`src/rtl/mux4_rr_arbiter.sv`:
```
// Round-robin req/gnt arbiter driving a shared 4-way mux, with tenures capped at BURST_MAX transfers.
// Optional build macro MUX4_ARB_PRIO_EN: requester 0 wins every winner search (no mid-tenure preemption).
module mux4_rr_arbiter #(
  parameter int unsigned WIDTH     = 1,
  parameter int unsigned BURST_MAX = 4
) (
  input  logic             clk,
  input  logic             rst_n,
  input  logic [3:0]       req,
  input  logic [WIDTH-1:0] in0,
  input  logic [WIDTH-1:0] in1,
  input  logic [WIDTH-1:0] in2,
  input  logic [WIDTH-1:0] in3,
  input  logic             out_ready,
  output logic [3:0]       gnt,
  output logic [1:0]       sel,
  output logic             out_valid,
  output logic [WIDTH-1:0] out
);

  localparam int unsigned     CW        = $clog2(BURST_MAX + 1);
  localparam logic [CW-1:0]   LAST_BEAT = CW'(BURST_MAX - 1);

  typedef enum logic {IDLE, GRANT} state_t;

  state_t        state, state_nxt;
  logic [3:0]    gnt_nxt;
  logic [1:0]    sel_nxt;
  logic [1:0]    last_ptr, last_ptr_nxt;
  logic [CW-1:0] beat_cnt, beat_nxt;
  logic [1:0]    winner, idx;
  logic          found;
  logic          any_req, transfer, rel;

  assign any_req  = |req;
  assign transfer = out_valid & out_ready;
  assign rel      = !req[sel] || (transfer && (beat_cnt == LAST_BEAT));

  // Scan from last_ptr+1 with wrap; offset 4 lands on last_ptr so the owner is considered last.
  always_comb begin
    winner = last_ptr;
    found  = 1'b0;
    idx    = '0;
    for (int unsigned i = 1; i <= 4; i++) begin
      idx = last_ptr + 2'(i);
      if (!found && req[idx]) begin
        winner = idx;
        found  = 1'b1;
      end
    end
`ifdef MUX4_ARB_PRIO_EN
    if (req[0]) winner = 2'd0;
`else
`endif
  end

  always_ff @(posedge clk) begin
    if (!rst_n) begin
      state    <= IDLE;
      gnt      <= '0;
      sel      <= 2'b00;
      last_ptr <= 2'd3;
      beat_cnt <= '0;
    end else begin
      state    <= state_nxt;
      gnt      <= gnt_nxt;
      sel      <= sel_nxt;
      last_ptr <= last_ptr_nxt;
      beat_cnt <= beat_nxt;
    end
  end

  always_comb begin
    state_nxt    = state;
    gnt_nxt      = gnt;
    sel_nxt      = sel;
    last_ptr_nxt = last_ptr;
    beat_nxt     = beat_cnt;
    case (state)
      IDLE: begin
        if (any_req) begin
          state_nxt    = GRANT;
          gnt_nxt      = 4'b0001 << winner;
          sel_nxt      = winner;
          last_ptr_nxt = winner;
          beat_nxt     = '0;
        end
      end
      GRANT: begin
        // Release hands straight over to the next winner, so there is no idle bubble.
        if (rel) begin
          if (any_req) begin
            gnt_nxt      = 4'b0001 << winner;
            sel_nxt      = winner;
            last_ptr_nxt = winner;
            beat_nxt     = '0;
          end else begin
            state_nxt = IDLE;
            gnt_nxt   = '0;
            beat_nxt  = '0;
          end
        end else if (transfer) begin
          beat_nxt = beat_cnt + CW'(1);
        end
      end
      default: state_nxt = IDLE;
    endcase
  end

  always_comb begin
    out_valid = gnt[sel] & req[sel];
    case (sel)
      2'd0:    out = in0;
      2'd1:    out = in1;
      2'd2:    out = in2;
      default: out = in3;
    endcase
  end

endmodule

```
`config.mk`:
```
export PLATFORM = sky130hd
export DESIGN_NAME = mux4_rr_arbiter
export DESIGN_NICKNAME = d
export VERILOG_FILES = /design/src/rtl/mux4_rr_arbiter.sv
export SDC_FILE = /design/constraint.sdc
export NUM_CORES = 1
export LEC_CHECK = 0
export ABC_CLOCK_PERIOD_IN_PS = 4440
export BUFFER_PORTS_ARGS = -buffer_cell sky130_fd_sc_hd__clkbuf_2
export CORE_MARGIN = 4
export CORE_UTILIZATION = 41
export CTS_CLUSTER_DIAMETER = 50
export DETAILED_ROUTE_END_ITERATION = 12
export GPL_TIMING_DRIVEN = 0
export PLACE_DENSITY = 0.65
export SYNTH_ARGS = -nofsm -noshare
export SYNTH_HDL_FRONTEND = slang
export SYNTH_SLANG_ARGS = --single-unit
```
`constraint.sdc`:
```
create_clock -name clk -period 4.44 [get_ports clk]
set_input_delay 0.222 -clock clk [delete_from_list [all_inputs] [get_ports clk]]
set_output_delay 0.222 -clock clk [all_outputs]
set_load 0.005 [all_outputs]
```
Yosys cells after proc, flatten, opt, wreduce, memory -nomap -nowiden --
Cells that the tools add are included.
Operators by class: add/subtract/negate cells 4, order comparisons 5, eq/ne operators 6, shift operators 1, muxes and demuxes 37, bitwise operators 3, reductions and logical operators 13
Operator list (count):
- 2-to-1 mux 2 bit | 8
- < comparator 2 x 3 -> 1 bit, second input constant | 5
- binary-select mux 1 bit (select 2 bit) | 6
- 2-to-1 mux 4 bit | 3
- 2-to-1 mux 1 bit | 11
- 2-to-1 mux 3 bit | 3
- one-hot mux 2 bit (2 select lines) | 2
- one-hot mux 4 bit (2 select lines) | 1
- one-hot mux 3 bit (2 select lines) | 1
- adder 2 bit, second input constant | 2
- logical AND 1 bit | 4
- zero test 1 bit | 4
- AND reduction 2 bit | 2
- OR reduction 4 bit | 1
- << shifter 1 x 2 -> 4 bit, first input constant | 1
- adder 3 x 1 -> 3 bit, second input constant | 1
- == test 3 x 2 -> 1 bit, second input constant | 1
- != test 3 x 1 -> 1 bit, second input constant | 1
- one-hot mux 1 bit (3 select lines) | 1
- adder 2 x 1 -> 2 bit, second input constant | 1
- bitwise AND 1 bit | 2
- == test 2 x 1 -> 1 bit, second input constant | 1
- == test 2 bit, second input constant | 1
- zero test 2 bit | 1
- 5 further kinds | 5
Word-level totals: register bits 12, input port bits 11, output and inout port bits 8, word-level logic and storage cells 74

Depth between registers and ports, before layout --
Gate-level depths: netlist of run 1.
depth in word-level cells 17, gate-level depth with buffers 6, gate-level depth less buffers 6

Worst setup path before layout of run 1 --
OpenSTA, ideal clock, no wires.
kind register to register, from register sel[0], to register gnt[0], setup time 0.117 ns, data arrival time 1.720 ns, required time 4.323 ns, slack 2.602 ns, stages on the path, launching flop included 6, path buffers 0, period minus slack after synthesis 1.838 ns, cell sequence dfxtp_1 -> mux4_2 -> and3_4 -> o21a_4 -> and2_4 -> a22o_2
On the way: cells in the longest elaborated chain, start to end 8, elaborated cells between the ends (all ways) 11, classes of those cells eq/ne: 1; mux: 4; bitwise: 2; reduce/logical: 4
Ends and longest elaborated chain:
- start: declaration | RTL line 16 | output logic [1:0] sel,
- start signal: assignment | RTL line 67 | sel <= sel_nxt;
- binary-select mux 1 bit (select 2 bit) (on tied branches) | RTL line 111, 37
- 2-to-1 mux 1 bit (on tied branches) | RTL line 111, 37
- bitwise AND 1 bit | RTL line 111 | out_valid = gnt[sel] & req[sel];
- bitwise AND 1 bit | RTL line 36 | assign transfer = out_valid & out_ready;
- logical AND 1 bit | RTL line 37 | assign rel = !req[sel] || (transfer && (beat_cnt == LAST_BEAT));
- logical OR 1 bit * | RTL line 37
- != test 2 x 1 -> 1 bit (no line) *
- AND reduction 2 bit (no line) *
- end signal: assignment | RTL line 66 | gnt <= gnt_nxt;
- end: declaration | RTL line 15 | output logic [3:0] gnt,
Mark *: on every way between the ends. The rest lies on a longest branch, timed or not. The select of a mux whose other input is x is not followed. A chain may end at the register's enable or synchronous reset.

Worst setup path in the final report of run 1 --
from register sel[0], to register gnt[2]
The elaborated chain is that of the path after synthesis.

==> impl_metrics.yaml, run 1 <==
synth:
  syn_inst: 68
  synthesis.nets: 81
  yosys.area.top_type: "dfxtp_1"
  synth_top_area_frac: 0.371
  yosysSeqAreaShare: 0.371
  ys_ff_latch: 12
  synth_top_family_by_area: "simple AND/OR/NAND/NOR gates"
  syn_area_um2: 647
  synth-adder-area-share: 0.0387
  synthSimpleGateAreaFrac: 0.222
  synthTopCellsByArea: "dfxtp_1 (37%), mux4_1 (8.1%), nand2_1 (4.6%), ha_1 (3.9%), mux4_2 (3.5%)"
  synthMuxAreaShare: 0.132
  ys_async_sr_fraction: 0
  syn_area_per_cell_um2: 9.51
  synth_compound_gate_area_share: 0.201
  yosysWarnings: 0
  yosys-top-cells-count: "dfxtp_1 (12), nand2_1 (8), nor2_1 (5)"
  synth-edff-count: 0
  ys_types: 31
  synth_ff_type: "dfxtp_1"
  synth-xor-area-share: 0
  synth_most_common_cell: "dfxtp_1"
clocking:
  root_buffer: "clkbuf_4"
  clkTransAtPathRegs_ps: 70
  clk_path_buf_depth: 2
  cts.sinks: 12
  numCtsBuffers: 3
  cts.repair.resized: 0
  htreeDepth: 1
  clock_latency_ps: 270
  cts-hold-fix-buffers: 0
  cts_tree: "yes"
  postCtsSetupRepairBufs: 0
final_layout:
  n_fill_cell: 159
  syn_to_final_growth_pct: 19.7
  utilization: 0.514
  final_cells: 104
  final_area_um2: 774
  layout-drive-gt1-share: 0.318
  n_antenna_cell: 0
  fin_nets: 103
power:
  internal_power_mw: 0.190
  ir_drop_v: 0.000230
  seq_power_share: 0.488
  powerDensity_nw_per_um2: 345
  leakage_nw: 0.332
  power_switching_mw: 0.0779
  power.share.clock: 0.234
  p_total_mw: 0.267
  combinationalPowerShare: 0.278
  p_sw_frac: 0.291
setup_path:
  path_delay_family: "multiplexers"
  endpoint_kind: "register"
  reg2reg_depth: 5
  cp.buffers_inverters: 0
  critPathKind: "register to register"
  cp_slowest_cell: "mux4_2"
  worstReg2RegEnd: "gnt[2]"
  slowest_delay_ps: 550
  worstPathMaxFanout: 7
  worstReg2RegStart: "sel[0]"
  cp_cell_sequence: "mux4_2 -> and3_4 -> o21a_4 -> and2_4 -> a32o_1"
  crit_required_ps: 4590
  startpoint_type: "register"
  r2r_slack_ps: 2500
  crit_arrival_ps: 2090
routing:
  dr.pass1.iters: 4
  drc: 0
  drt-total-wl_um: 1350
  routed_via_density: 5.65
  drt-initial-drc-count: 11
  ant_nets: 0
  vias: 588
  avgRoutedWirePerCell_um: 13.0
global_routing:
  antenna_found_initial: 0
  grt_max_degree: 11
  grt_pass1_vias: 529
  grt_pass1_wl_um: 2170
  grt_usage: 0.136
  overflow: 0
sta:
  clock.fmax_ghz: 0.516
  slew_viol_final: 0
  worst_clock_skew_ps: 8.69
  tightest_slew_ps: 407
  min_period_ps: 1940
  finalCritPeriodShare: 0.437
  tns_ps: 0
  rsz0062_at_grt: "false"
  relSlewSlack: 0.729
  hold_viol_final: 0
  setup_viol: 0
hold_path:
  holdCritPathClass: "primary input to register"
  holdPathStages: 4
  worstHoldStart: "out_ready"
  min_to: "beat_cnt[2]"
place:
  hpwlAfterDp_um: 1080
  io_buffers: 17
  placed_area_um2: 752
  placed_cells: 101
  place_congestion: 0.734
floorplan:
  core_um2: 1510
  dieArea_um2: 2280
  num_rows: 14
  initial_core_util: 0.429
  fp.dieH_um: 47.7
  ios: 19
  die_x_um: 47.7
outcome:
  status: "complete, no violations"
flow_run:
  maxCapViolCount: 0
[through the flow]
step	hold WS [ps]	setup slack, ps
2_1_floorplan	439	2600
3_3_place_gp	451	2500
5_1_grt	358	2410
3_5_place_dp	467	2500
6_report	315	2500
4_1_cts	319	2480
[final cells by class]
class / count / area [um2] / area share
sequential: 12 / 240 / 0.310
clock buffer: 3 / 22.5 / 0.0291
buffer: 2 / 7.51 / 0.00969
inverter: 4 / 15.0 / 0.0194
timing repair buffer: 17 / 85.1 / 0.110
tap: 16 / 20.0 / 0.0258
multi-input combinational: 50 / 384 / 0.496
[power by group through the flow]
stage               clock network [mW]  logic (mW)  registers [mW]
finish                          0.0626      0.0745           0.130
global route                    0.0714      0.0840           0.132
CTS                             0.0654      0.0751           0.131
detailed placement                   0      0.0747           0.133
global placement                     0      0.0736           0.133
floorplan                            0      0.0503           0.131
[worst min-delay path, cell delays in order]
cell and delay [ps]:
clkbuf_2 90, nand2_1 50, nand2_1 100, o32ai_1 80
[registers in the layout, summed over array words and instances (netlist names)]
signal / count
sel: 2
last_ptr: 2
state: 1
beat_cnt: 3
gnt: 4
[cell usage in the layout, fill, tap and decap left out, types with 2 or more instances in the layout]
cell type,netlist,routed
o21ai_0,3,3
clkbuf_2,0,17
o2bb2ai_1,2,2
mux4_1,2,2
nand2b_1,2,2
o22ai_1,2,2
nor2_1,5,5
ha_1,2,2
nand2_1,8,8
dfxtp_1,12,12
clkbuf_1,2,2
inv_1,4,4
a21oi_1,3,3
nor3_1,3,3
clkbuf_4,0,3
[metal layers]
metal | GRT usage | share of wire | vias to the layer above
met5 | 0 | 0 | -
met4 | 0.0323 | 0 | 0
met3 | 0.0602 | 0.057 | 0
met2 | 0.216 | 0.51 | 13
met1 | 0.169 | 0.43 | 282
li1 | - | - | 293
[logic make-up (layout without fill, tap and decap cells)]
family	Yosys count	after routing
mux	4	4
compound gates	17	17
buf+inv	6	26
simple gates	27	27
flops	12	12
fa+ha+maj	2	2
[how the worst max path moves through the flow]
stage                     startpoint     end  slack [ps]  cells past startpoint
after CTS                     sel[0]  gnt[2]        2480                      5
after floorplan               sel[0]  gnt[0]        2600                      5
final                         sel[0]  gnt[2]        2500                      5
after detailed placement      sel[0]  gnt[0]        2500                      5
after global placement        sel[0]  gnt[2]        2500                      5
after global routing          sel[0]  gnt[2]        2410                      5
Note: power is estimated with default switching activity, not from simulation.
==> run 2: changes to the inputs <==
--- a/config.mk
+++ b/config.mk
@@ -5,7 +5,7 @@
 export SDC_FILE = /design/constraint.sdc
 export NUM_CORES = 1
 export LEC_CHECK = 0
-export ABC_CLOCK_PERIOD_IN_PS = 4440
+export ABC_CLOCK_PERIOD_IN_PS = 1800
 export BUFFER_PORTS_ARGS = -buffer_cell sky130_fd_sc_hd__clkbuf_2
 export CORE_MARGIN = 4
 export CORE_UTILIZATION = 41
==> constraint.sdc (replaced) <==
create_clock -name clk -period 1.8 [get_ports clk]
set_input_delay 0.09 -clock clk [delete_from_list [all_inputs] [get_ports clk]]
set_output_delay 0.09 -clock clk [all_outputs]
set_load 0.005 [all_outputs]
==> run 2 against run 1 <==
Compared with the run above:
- die area unchanged
- global-route usage increased by 1.1 points
- clock-buffer cell count increased by 1
- combinational power increased to 2.7 times the previous value
- flip-flop and latch count unchanged
- largest power group unchanged
==> impl_metrics.yaml, run 2 (same netlist as run 1, synthesis figures left out) <==
outcome:
  status: "complete, no violations"
routing:
  routed_via_density: 5.50
  vias: 589
  wl_met1_um: 597
  drc: 0
  wl_met2_um: 712
  wl_met3_um: 70
  ant_nets: 0
  dr.pass1.iters: 4
  drt-total-wl_um: 1390
  drt-initial-drc-count: 5
  avgRoutedWirePerCell_um: 13.0
  highest-signal-layer: "met4"
final_layout:
  layout-drive-gt1-share: 0.374
  mostFrequentLayoutCell: "clkbuf_2"
  largest_reg_flops: 4
  syn_to_final_growth_pct: 25.7
  top_regs: "gnt: 4 flops, beat_cnt: 3 flops"
  top_register: "gnt"
  final_cell_mix: "clkbuf_2 (17), dfxtp_1 (10), nand2_1 (8)"
  final_cells: 107
  fin_nets: 105
  n_antenna_cell: 0
clocking:
  htreeDepth: 1
  cts_tree: "yes"
  clk_path_buf_depth: 2
  cts-hold-fix-buffers: 0
  numCtsBuffers: 3
  root_buffer: "clkbuf_4"
  clkTransAtPathRegs_ps: 80
  clock_latency_ps: 280
  cts.sinks: 12
sta:
  worst_slack_ps: 39.1
  tightest_slew_ps: 389
  slew_viol_final: 0
  setup_viol: 0
  hold_viol_final: 0
  worst_clock_skew_ps: 7.61
  min_period_ps: 1760
  relSlewSlack: 0.740
  clock.fmax_ghz: 0.568
  finalCritPeriodShare: 0.978
  worst_hold_slack_ps: 181
  rsz0062_at_grt: "true"
place:
  io_buffers: 17
  place_congestion: 0.736
  hpwlAfterDp_um: 1070
  placed_cells: 101
  dp_slack_ps: -68.8
floorplan:
  initial_core_util: 0.429
  fp.dieH_um: 47.7
  core_um2: 1510
  num_rows: 14
  die_x_um: 47.7
  ios: 19
  dieArea_um2: 2280
setup_path:
  startpoint_type: "register"
  worstPathMaxFanout: 7
  crit_arrival_ps: 1930
  crit_required_ps: 1970
  endpoint_kind: "register"
  slowest_delay_ps: 520
  cp_slowest_cell: "mux4_2"
  critPathKind: "register to register"
  cp_cell_sequence: "mux4_2 -> and3_4 -> o21a_4 -> and2_4 -> a32o_1"
global_routing:
  grt_usage: 0.147
  grt_pass1_wl_um: 2300
  antenna_found_initial: 0
  grt_pass1_vias: 521
  overflow: 0
  grt_max_degree: 11
power:
  ir_drop_v: 0.000581
  leakage_nw: 0.352
  powerDensity_nw_per_um2: 907
hold_path:
  holdCritPathClass: "primary input to register"
flow_run:
  maxCapViolCount: 0
==> run 2: cell count changes in the layout (fill, tap and decap cells not counted), sizes merged <==
| cell | delta |
|---|---|
| buf | +2 |
| clkbuf | +1 |
==> run 2: path summary, 6_finish.rpt <==
path	cells past startpoint	to	from	slack (ps)
worst max-delay path	5	gnt[2]	sel[0]	40
worst min-delay path	2	last_ptr[0]	rst_n	180
worst max register to register	5	gnt[2]	sel[0]	40
worst min register to register	2	beat_cnt[1]	beat_cnt[1]	470
==> run 2: stage by stage <==
step / instance area [um2] / setup TNS [ps] / power (mW) / utilization
global placement: 753 / -128 / 0.510 / 0.500
global route: 813 / -6.34 / 0.788 / 0.540
CTS: 800 / 0 / 0.729 / 0.531
floorplan: 648 / 0 / 0.448 / -
finish: 813 / 0 / 0.737 / 0.540
detailed placement: 753 / -138 / 0.512 / 0.500
==> run 2: repair_timing <==
item,4_1_cts,5_1_grt
gates resized for setup,1,2
pin swaps,1,2
gates cloned,0,0
setup endpoints to repair,3,4
buffers inserted,1,1
==> run 2: final cells by class <==
class / count / area (um2)
Multi-Input combinational cell: 50 / 389
Inverter: 4 / 15.0
Sequential cell: 12 / 245
Fill cell: 156 / 693
Tap cell: 16 / 20.0
Timing Repair Buffer: 19 / 100
Clock buffer: 4 / 36.3
Buffer: 2 / 7.51
==> run 2: critical path: cells and delay by family (launching register included) <==
kind	cells	cell delay (ps)
AND/OR/NAND/NOR	2	330
flip-flops	1	360
AO/OA/AOI/OAI	2	460
multiplexers	1	520
==> run 2: layer usage <==
| layer | global-route usage | up-vias |
|---|---|---|
| met5 | 0 | - |
| met4 | 0.0484 | 0 |
| met3 | 0.0714 | 4 |
| met2 | 0.227 | 9 |
| met1 | 0.180 | 275 |
| li1 | - | 301 |
==> run 2: report_power, final <==
| part | switching [mW] | internal [mW] |
|---|---|---|
| combinational | 0.0934 | 0.108 |
| clock | 0.0935 | 0.123 |
| sequential | 0.0240 | 0.295 |
